[config.mk]
export PLATFORM = sky130hd
export DESIGN_NAME = escalonador_de_padroes
export DESIGN_NICKNAME = d
export VERILOG_FILES = /design/src/rtl/escalonador_de_padroes_pkg.sv /design/src/rtl/escalonador_de_padroes_arbitro_rr.sv /design/src/rtl/escalonador_de_padroes.sv
export SDC_FILE = /design/constraint.sdc
export NUM_CORES = 1
export LEC_CHECK = 0
export BUFFER_PORTS_ARGS = -buffer_cell sky130_fd_sc_hd__buf_2
export CAP_MARGIN = 20
export CELL_PAD_IN_SITES_DETAIL_PLACEMENT = 1
export CELL_PAD_IN_SITES_GLOBAL_PLACEMENT = 2
export CORE_MARGIN = 2
export CORE_UTILIZATION = 35
export CTS_BUF_LIST = sky130_fd_sc_hd__clkbuf_16
export DETAILED_ROUTE_END_ITERATION = 10
export GPL_TIMING_DRIVEN = 0
export PLACE_DENSITY = 0.95
export SYNTH_ARGS = -nofsm -noshare
export SYNTH_HDL_FRONTEND = slang
export SYNTH_SLANG_ARGS = --single-unit
[constraint.sdc]
create_clock -name CLOCK_25 -period 7.8 [get_ports CLOCK_25]
set_input_delay 0 -clock CLOCK_25 [delete_from_list [all_inputs] [get_ports CLOCK_25]]
set_output_delay 0 -clock CLOCK_25 [all_outputs]
set_load 0.05 [all_outputs]
[src/rtl/escalonador_de_padroes_pkg.sv]
// Shared types and default sizes for the pattern-list scheduler.
// Holds the FSM state enum and the default width/size constants.
package escalonador_pkg;

    localparam int DEF_N_SLOTS  = 8;
    localparam int DEF_CMD_W    = 4;
    localparam int DEF_ADDR_W   = 8;
    localparam int DEF_LIST_LEN = 203;
    localparam int DEF_SCORE_W  = 8;

    typedef enum logic [1:0] {
        IDLE,
        WAIT,
        LOAD,
        DONE
    } estado_t;

endpackage

[src/rtl/escalonador_de_padroes_arbitro_rr.sv]
// Combinational round-robin arbiter: rotate, priority-pick, rotate back.
// Ports: req[N] requests, last_grant index; grant index, valid when any req.
module arbitro_rr #(
    parameter int N = 8,
    localparam int IDX_W = (N > 1) ? $clog2(N) : 1
) (
    input  logic [N-1:0]     req,
    input  logic [IDX_W-1:0] last_grant,
    output logic [IDX_W-1:0] grant,
    output logic             valid
);

    logic [IDX_W-1:0] start;
    logic [N-1:0]     rot;

    always_comb begin
        start = (last_grant == IDX_W'(N - 1)) ? '0 : last_grant + 1'b1;
        // rot[j] = req[(j + start) mod N]
        rot   = (req >> start) | (req << (N - int'(start)));
        grant = '0;
        valid = 1'b0;
        // Descending scan so the lowest rotated position wins.
        for (int k = N - 1; k >= 0; k--) begin
            if (rot[k]) begin
                grant = IDX_W'((int'(start) + k) % N);
                valid = 1'b1;
            end
        end
    end

endmodule

[src/rtl/escalonador_de_padroes.sv]
// Round-robin sequencer sharing the pattern-list ROM among lane instances.
// Ports: CLOCK_25/reset; trocar_req, ponto_in in; list_addr/list_data ROM;
// cmd_out/cmd_load to lanes; pending, score, fim_de_jogo status.
module escalonador_de_padroes
    import escalonador_pkg::*;
#(
    parameter int N_SLOTS  = DEF_N_SLOTS,
    parameter int CMD_W    = DEF_CMD_W,
    parameter int ADDR_W   = DEF_ADDR_W,
    parameter int LIST_LEN = DEF_LIST_LEN,
    parameter int SCORE_W  = DEF_SCORE_W
) (
    input  logic               CLOCK_25,
    input  logic               reset,
    input  logic [N_SLOTS-1:0] trocar_req,
    input  logic [N_SLOTS-1:0] ponto_in,
    output logic [ADDR_W-1:0]  list_addr,
    input  logic [CMD_W-1:0]   list_data,
    output logic [CMD_W-1:0]   cmd_out,
    output logic [N_SLOTS-1:0] cmd_load,
    output logic [N_SLOTS-1:0] pending,
    output logic [SCORE_W-1:0] score,
    output logic               fim_de_jogo
);

    localparam int IDX_W = (N_SLOTS > 1) ? $clog2(N_SLOTS) : 1;
    localparam int PC_W  = $clog2(N_SLOTS + 1);
    localparam logic [ADDR_W-1:0] LAST_ADDR = ADDR_W'(LIST_LEN - 1);

    if (LIST_LEN > (1 << ADDR_W)) begin : g_len_chk
        $error("LIST_LEN does not fit in ADDR_W");
    end

    estado_t          state;
    estado_t          state_nx;
    logic [IDX_W-1:0] last_grant;
    logic [IDX_W-1:0] grant_q;
    logic [IDX_W-1:0] arb_grant;
    logic             arb_valid;
    logic [ADDR_W-1:0] ptr;
    logic [N_SLOTS-1:0] grant_oh;
    logic [PC_W-1:0]  pc;
    logic [SCORE_W:0] sum;

    arbitro_rr #(.N(N_SLOTS)) u_arb (
        .req        (pending),
        .last_grant (last_grant),
        .grant      (arb_grant),
        .valid      (arb_valid)
    );

    assign grant_oh  = N_SLOTS'(1) << grant_q;
    assign list_addr = ptr;

    always_comb begin
        state_nx = state;
        unique case (state)
            IDLE:    if (arb_valid) state_nx = WAIT;
            WAIT:    state_nx = LOAD;
            LOAD:    state_nx = (ptr == LAST_ADDR) ? DONE : IDLE;
            DONE:    state_nx = DONE;
            default: state_nx = IDLE;
        endcase
    end

    always_ff @(posedge CLOCK_25) begin
        if (reset) state <= IDLE;
        else       state <= state_nx;
    end

    always_ff @(posedge CLOCK_25) begin
        if (reset) begin
            ptr         <= '0;
            pending     <= '0;
            last_grant  <= IDX_W'(N_SLOTS - 1);
            grant_q     <= '0;
            cmd_out     <= '0;
            cmd_load    <= '0;
            fim_de_jogo <= 1'b0;
        end else begin
            cmd_load <= '0;
            if (state == IDLE && arb_valid) grant_q <= arb_grant;
            if (state == LOAD) begin
                cmd_out    <= list_data;
                cmd_load   <= grant_oh;
                // A fresh request on the granted slot survives the clear.
                pending    <= (pending & ~grant_oh) | trocar_req;
                last_grant <= grant_q;
                if (ptr == LAST_ADDR) fim_de_jogo <= 1'b1;
                else                  ptr <= ptr + 1'b1;
            end else begin
                pending <= pending | trocar_req;
            end
        end
    end

    always_comb begin
        pc = '0;
        for (int i = 0; i < N_SLOTS; i++) pc = pc + PC_W'(ponto_in[i]);
        sum = {1'b0, score} + (SCORE_W + 1)'(pc);
    end

    always_ff @(posedge CLOCK_25) begin
        if (reset)             score <= '0;
        else if (!fim_de_jogo) score <= sum[SCORE_W] ? '1 : sum[SCORE_W-1:0];
    end

endmodule

==> reports/results.ini, run 1 <==
[synthesis]
synth_ff_type = dfxtp_1
yosysUniqueCellTypes = 59
avgSynthCellArea_um2 = 8.31
synth_compound_area_frac = 0.205
synth-async-reset-ratio = 0
synth_seq_area_share = 0.309
synth_edf_count = 0
yosys.area_share.adder = 0.0858
syn_inst = 351
synth_top_family_by_area = simple AND/OR/NAND/NOR gates
syn_area_um2 = 2920
synth.mux.area_fraction = 0.0695
synth_warnings = 0
synth_xor_area_frac = 0.0390
syn-num-nets = 390
ys_ff_latch = 45
synthSimpleGateAreaFrac = 0.226

[global_route]
antenna_found_initial = 0
busiest_layer = met2
grt_use_total = 0.208
first_global_vias = 3021
grt_pass1_wl_um = 15100
grt_overflow = 0
grt_max_degree = 14
globalRouteMet3Util = 0.0395
use_met1 = 0.263
grt_use_met2 = 0.361

[route]
drc = 0
vias = 2927
dr.pass1.iters = 4
route.antenna.remaining_nets = 0
avgViaCountPerCell = 5.49
drt-initial-drc-count = 81
wire_per_inst_um = 17.0
routed_wl_um = 9050

[clock_network]
clk_pin_slew_ns = 0.06
htreeDepth = 2
cts_made_buffers = 5
cts_sinks = 45
cts_resized = 0
clkLatencyLatePin_ns = 0.28
cts_root_buf = clkbuf_16
cts_buffer_depth = 2
cts_tree = yes

[layout]
fill_cells = 998
final_nets = 466
area_delta_synth_final_pct = 23.1
drive_above_1_share = 0.208
multi_input_area_um2 = 1820
regArea_um2 = 901
instances_no_fill = 533
diodes = 0

[timing]
finalCritPeriodShare = 0.491
layout_setup_ws_ns = 3.97
fmax_ghz = 0.261
tightest_slew_ns = 0.807
hold_violations = 0
period_needed_ns = 3.83
finalMaxSlewViolations = 0
tns_ns = 0
rsz0062_at_grt = no
clock_skew_ns = 0.00257
setup_viol = 0
slew_headroom = 0.461
holdWs_ns = 0.161

[critical_path]
setup.worst_path.start_class = flop
crit_required_ns = 7.95
path_class = reg2reg
critPathMaxFanout = 9
crit_arrival_ns = 3.98
end_kind = flop

[placement]
dp_hpwl_um = 6790
dp.cells = 513
globalplace.congestion = 0.875
portBuffers = 57
post-place-ws_ns = 4.03

[worst_hold_path]
hold_path.class = in2reg

[floorplan]
pin_count = 59
core_um2 = 8130
dieArea_um2 = 9080
die_h_um = 95.3
start_util = 0.359
rows = 33
die_width_um = 95.3

[pwr]
total_power_w = 0.00108
p_per_area_nw_per_um2 = 300
leakagePower_nw = 1.58
ir_drop_v = 0.000176

[flow_run]
cap_violations = 0

[status]
status = finished, final reports clean

-- where the power goes --
| group | total, W | switching [W] | leakage [nW] | internal (W) |
|---|---|---|---|---|
| combinational | 0.000581 | 0.000361 | 1.14 | 0.000221 |
| clock | 0.000202 | 0.0000864 | 0.0687 | 0.000116 |
| sequential | 0.000293 | 0.0000335 | 0.368 | 0.000260 |
| total | 0.00108 | 0.000481 | 1.58 | 0.000596 |
-- cell families (layout without fill, tap and decap cells) --
group / count (synthesis) / count (layout)
compound gates: 85 / 85
xor+xnor: 13 / 13
fa+ha+maj: 17 / 17
buf+inv: 44 / 121
flops: 45 / 45
mux: 16 / 16
simple gates: 131 / 131
-- worst max-delay path, stage by stage (launching register included) --
cell       delay [ns]
dfxtp_1          0.33
ha_1             0.20
ha_1             0.17
buf_2            0.17
nor2_1           0.57
mux4_2           0.43
a2111oi_2        0.79
nor3b_1          0.39
o31ai_1          0.14
a311oi_1         0.39
o22ai_1          0.12
-- stage by stage --
stage	util	cell area, µm²
3_5_place_dp	0.410	3330
4_1_cts	0.441	3590
6_report	0.441	3590
2_1_floorplan	-	2920
3_3_place_gp	0.410	3330
5_1_grt	0.441	3590
-- layout make-up --
| class | count | area share |
|---|---|---|
| Buffer | 20 | 0.0282 |
| Clock buffer | 5 | 0.0348 |
| Clock inverter | 3 | 0.00348 |
| Inverter | 24 | 0.0251 |
| Multi-Input combinational cell | 262 | 0.508 |
| Sequential cell | 45 | 0.251 |
| Tap cell | 105 | 0.0366 |
| Timing Repair Buffer | 69 | 0.113 |
-- sequential cells by signal (all words and copies together) (netlist names) --
register,flops
cmd_out,4
state,2
cmd_load,8
list_addr,8
fim_de_jogo,1
score,8
last_grant,3
pending,8
grant_q,3
-- Yosys cell counts, drive strengths merged (2+ instances only) --
cell type  number  area (µm²)
a21o            4        30.0
mux4            2        45.0
ha             12         150
nand4           4        25.0
xor2            8        70.1
nand3          11        55.1
and2            3        18.8
mux2            4        45.0
inv            24        90.1
o21a            2        15.0
xnor2           5        43.8
a21oi          27         135
or4b            3        33.8
a211oi          8        60.1
a211o           2        17.5
o211ai          5        37.5
and3            4        25.0
nand3b          4        30.0
nor3b           4        30.0
nand2b          8        50.1
nand2          29         109
mux2i          10         113
clkbuf         12        46.3
fa              5         100
a311oi          5        50.0
nor3           11        55.1
nor2           41         154
o21ai          11        55.1
dfxtp          45         901
a31oi           2        12.5
a2111oi         2        30.0
o31ai           2        15.0
o311ai          2        17.5
nor4b           2        17.5
buf             8        55.1
o22ai           2        12.5
a221oi          3        26.3
-- routing by layer --
| layer | share of wire | wire length [µm] |
|---|---|---|
| met4 | 0.017 | 158 |
| met2 | 0.48 | 4360 |
| met5 | 0 | 0 |
| met3 | 0.065 | 588 |
| met1 | 0.44 | 3950 |
-- repair_timing --
| item | in CTS | in global routing |
|---|---|---|
| endpoints found under the hold margin | 12 | 0 |
| hold buffers | 12 | 0 |
| setup buffers | 0 | 0 |
-- cell usage in the layout (no fill, tap or decap), types with 3 or more instances in the layout --
| master | n |
|---|---|
| dlygate4sd3_1 | 12 |
| nand2_1 | 29 |
| a211oi_1 | 8 |
| a21o_1 | 4 |
| a311oi_1 | 4 |
| fa_1 | 5 |
| ha_1 | 12 |
| a21oi_1 | 27 |
| inv_1 | 23 |
| mux2i_1 | 9 |
| clkbuf_16 | 5 |
| buf_2 | 62 |
| and2_1 | 3 |
| nand2b_1 | 8 |
| nor3b_1 | 4 |
| nand3_1 | 11 |
| nand4_1 | 4 |
| mux2_2 | 4 |
| a221oi_1 | 3 |
| xnor2_1 | 5 |
| o21ai_0 | 11 |
| and3_1 | 4 |
| nor2_1 | 41 |
| xor2_1 | 8 |
| nand3b_1 | 4 |
| nor3_1 | 11 |
| o211ai_1 | 5 |
| dfxtp_1 | 45 |
| clkbuf_1 | 11 |
-- worst paths after layout --
kind	startpoint	to	slack (ns)	depth (start not counted)
worst max-delay path	last_grant[1]	grant_q[1]	3.97	10
worst min-delay path	reset	grant_q[1]	0.16	4
worst max register to register	last_grant[1]	grant_q[1]	3.97	10
worst min register to register	cmd_out[0]	cmd_out[0]	0.46	2
Note: power is estimated with default switching activity, not from simulation.
==> run 2, diff against run 1 <==
--- a/config.mk
+++ b/config.mk
@@ -10,11 +10,11 @@
 export CELL_PAD_IN_SITES_DETAIL_PLACEMENT = 1
 export CELL_PAD_IN_SITES_GLOBAL_PLACEMENT = 2
 export CORE_MARGIN = 2
-export CORE_UTILIZATION = 35
+export CORE_UTILIZATION = 32
 export CTS_BUF_LIST = sky130_fd_sc_hd__clkbuf_16
 export DETAILED_ROUTE_END_ITERATION = 10
 export GPL_TIMING_DRIVEN = 0
-export PLACE_DENSITY = 0.95
+export PLACE_DENSITY = 0.91
 export SYNTH_ARGS = -nofsm -noshare
 export SYNTH_HDL_FRONTEND = slang
 export SYNTH_SLANG_ARGS = --single-unit
==> constraint.sdc (replaced) <==
create_clock -name CLOCK_25 -period 3.7 [get_ports CLOCK_25]
set_input_delay 0 -clock CLOCK_25 [delete_from_list [all_inputs] [get_ports CLOCK_25]]
set_output_delay 0 -clock CLOCK_25 [all_outputs]
set_load 0.05 [all_outputs]
==> reports/results.ini, run 2 (same netlist as run 1, synthesis figures left out) <==
[status]
status = finished, final reports clean  ; unchanged

[timing]
finalMaxSlewViolations = 0  ; unchanged
holdWs_ns = 0.134  ; was 0.161 ns
period_needed_ns = 3.51  ; was 3.83 ns
finalCritPeriodShare = 0.950  ; was 0.491
hold_violations = 0  ; unchanged
tns_ns = 0  ; unchanged
slew_headroom = 0.523  ; was 0.461
clock_skew_ns = 0.00971  ; was 0.00257 ns
tightest_slew_ns = 0.706  ; was 0.807 ns
rsz0062_at_grt = no  ; unchanged
fmax_ghz = 0.285  ; was 0.261 GHz
setup_viol = 0  ; unchanged

[clock_network]
cts_setup_buffers = 0  ; unchanged
clkLatencyLatePin_ns = 0.29  ; was 0.28 ns
clk_pin_slew_ns = 0.07  ; was 0.06 ns
cts_tree = yes  ; unchanged
cts_made_buffers = 5  ; unchanged
cts_buffer_depth = 2  ; unchanged
htreeDepth = 2  ; unchanged
cts_root_buf = clkbuf_16  ; unchanged
cts_sinks = 45  ; unchanged

[critical_path]
cp_cell_sequence = ha_1 > ha_1 > buf_2 > clkinvlp_4 > ha_1 > o21a_1 > nand2b_2 > a211oi_1 > a211o_1 > or4b_4 > o41a_4 > nor2_1 > a311oi_2  ; was ha_1 > ha_1 > buf_2 > nor2_1 > mux4_2 > a2111oi_2 > nor3b_1 > o31ai_1 > a311oi_1 > o22ai_1
path_buf_inv = 2  ; was 1
worstReg2RegStart = last_grant[0]  ; was last_grant[1]
r2r_cells = 13  ; was 10
path_class = reg2reg  ; unchanged
max_stage_delay_ns = 0.52  ; was 0.79 ns
end_kind = flop  ; unchanged
crit_arrival_ns = 3.67  ; was 3.98 ns
cpLargestDelayFamily = compound AO/OA/AOI/OAI gates  ; unchanged
crit_required_ns = 3.86  ; was 7.95 ns
setup.worst_path.start_class = flop  ; unchanged
crit_slowest_cell = or4b_4  ; was a2111oi_2
critPathMaxFanout = 10  ; was 9
cpMostUsedCell = ha_1  ; unchanged
r2r_end = grant_q[2]  ; was grant_q[1]
ff2ff_setup_slack_ns = 0.19  ; was 3.97 ns

[worst_hold_path]
min_from = reset  ; unchanged
hold_end = grant_q[1]  ; unchanged
whs_path_depth = 4  ; unchanged
hold_path.class = in2reg  ; unchanged

[global_route]
grt_max_degree = 16  ; was 14
grt_use_total = 0.189  ; was 0.208
grt_use_met2 = 0.325  ; was 0.361
grt_overflow = 0  ; unchanged
antenna_found_initial = 0  ; unchanged
use_met1 = 0.244  ; was 0.263
grt_pass1_wl_um = 15300  ; was 15100 µm
busiest_layer = met2  ; unchanged
first_global_vias = 3092  ; was 3021
globalRouteMet3Util = 0.0365  ; was 0.0395

[floorplan]
die_h_um = 99.5  ; was 95.3 µm
rows = 34  ; was 33
start_util = 0.333  ; was 0.359
pin_count = 59  ; unchanged
dieArea_um2 = 9890  ; was 9080 µm²
die_width_um = 99.5  ; was 95.3 µm
core_um2 = 8760  ; was 8130 µm²

[route]
avgViaCountPerCell = 5.50  ; was 5.49
wire_per_inst_um = 17.3  ; was 17.0 µm
route.antenna.remaining_nets = 0  ; unchanged
drt-initial-drc-count = 102  ; was 81
dr.pass1.iters = 4  ; unchanged
routed_wl_um = 9250  ; was 9050 µm
vias = 2950  ; was 2927
drc = 0  ; unchanged

[placement]
dp_hpwl_um = 6970  ; was 6790 µm
portBuffers = 57  ; unchanged
globalplace.congestion = 0.893  ; was 0.875

[layout]
final_common_cell = buf_2  ; unchanged
diodes = 0  ; unchanged
area_delta_synth_final_pct = 25.9  ; was 23.1%
final_cell_mix = buf_2 (62), dfxtp_1 (45), nor2_1 (40)  ; was buf_2 (62), dfxtp_1 (45), nor2_1 (41)
drive_above_1_share = 0.220  ; was 0.208
final_nets = 466  ; unchanged

[pwr]
ir_drop_v = 0.000375  ; was 0.000176 V
leakagePower_nw = 1.60  ; was 1.58 nW
p_per_area_nw_per_um2 = 670  ; was 300 nW/µm²
total_power_w = 0.00246  ; was 0.00108 W

[flow_run]
cap_violations = 0  ; unchanged

[run 2: area by class of cell]
class	count	area [µm²]
Tap cell	108	135
Timing Repair Buffer	69	405
Inverter	24	93.8
Fill cell	1070	5090
Sequential cell	45	901
Clock inverter	3	68.8
Buffer	20	101
Clock buffer	5	125
Multi-Input combinational cell	262	1840
[run 2: how the worst max path moves through the flow]
stage	from	endpoint	cells past startpoint
floorplan	score[0]	score[7]	11
global placement	last_grant[0]	grant_q[2]	13
detailed placement	last_grant[0]	grant_q[1]	10
CTS	last_grant[0]	grant_q[2]	13
global route	last_grant[0]	grant_q[0]	12
finish	last_grant[0]	grant_q[2]	13
[run 2: metrics by stage]
stage	util	instance area (µm²)	cells	worst slack (ns)
floorplan	-	2920	351	0.302
global placement	0.381	3340	516	0.0746
detailed placement	0.381	3340	516	0.0269
CTS	0.417	3650	536	0.00473
global route	0.419	3670	536	0.000578
finish	0.419	3670	536	0.186
[run 2: power by group]
part           internal, W  switching (W)
clock             0.000389       0.000194
sequential        0.000547      0.0000706
combinational     0.000473       0.000788
[run 2: layer usage]
layer / vias up / part of all wire
li1: 1401 / -
met1: 1447 / 0.44
met2: 86 / 0.49
met3: 16 / 0.057
met4: 0 / 0.016
met5: - / 0
[run 2: worst reg2reg max path, delay by kind of cell (launching register included)]
kind                     cells  cell delay [ns]
AO/OA/AOI/OAI                5             1.11
adder cells (fa/ha/maj)      3             0.65
buffers and inverters        2             0.39
flip-flops                   1             0.32
AND/OR/NAND/NOR              3             0.91
[run 2: repair_timing]
action,4_1_cts,5_1_grt
gates resized for setup,0,4
hold buffers,12,0
setup endpoints to repair,0,4
endpoints found under the hold margin,12,0
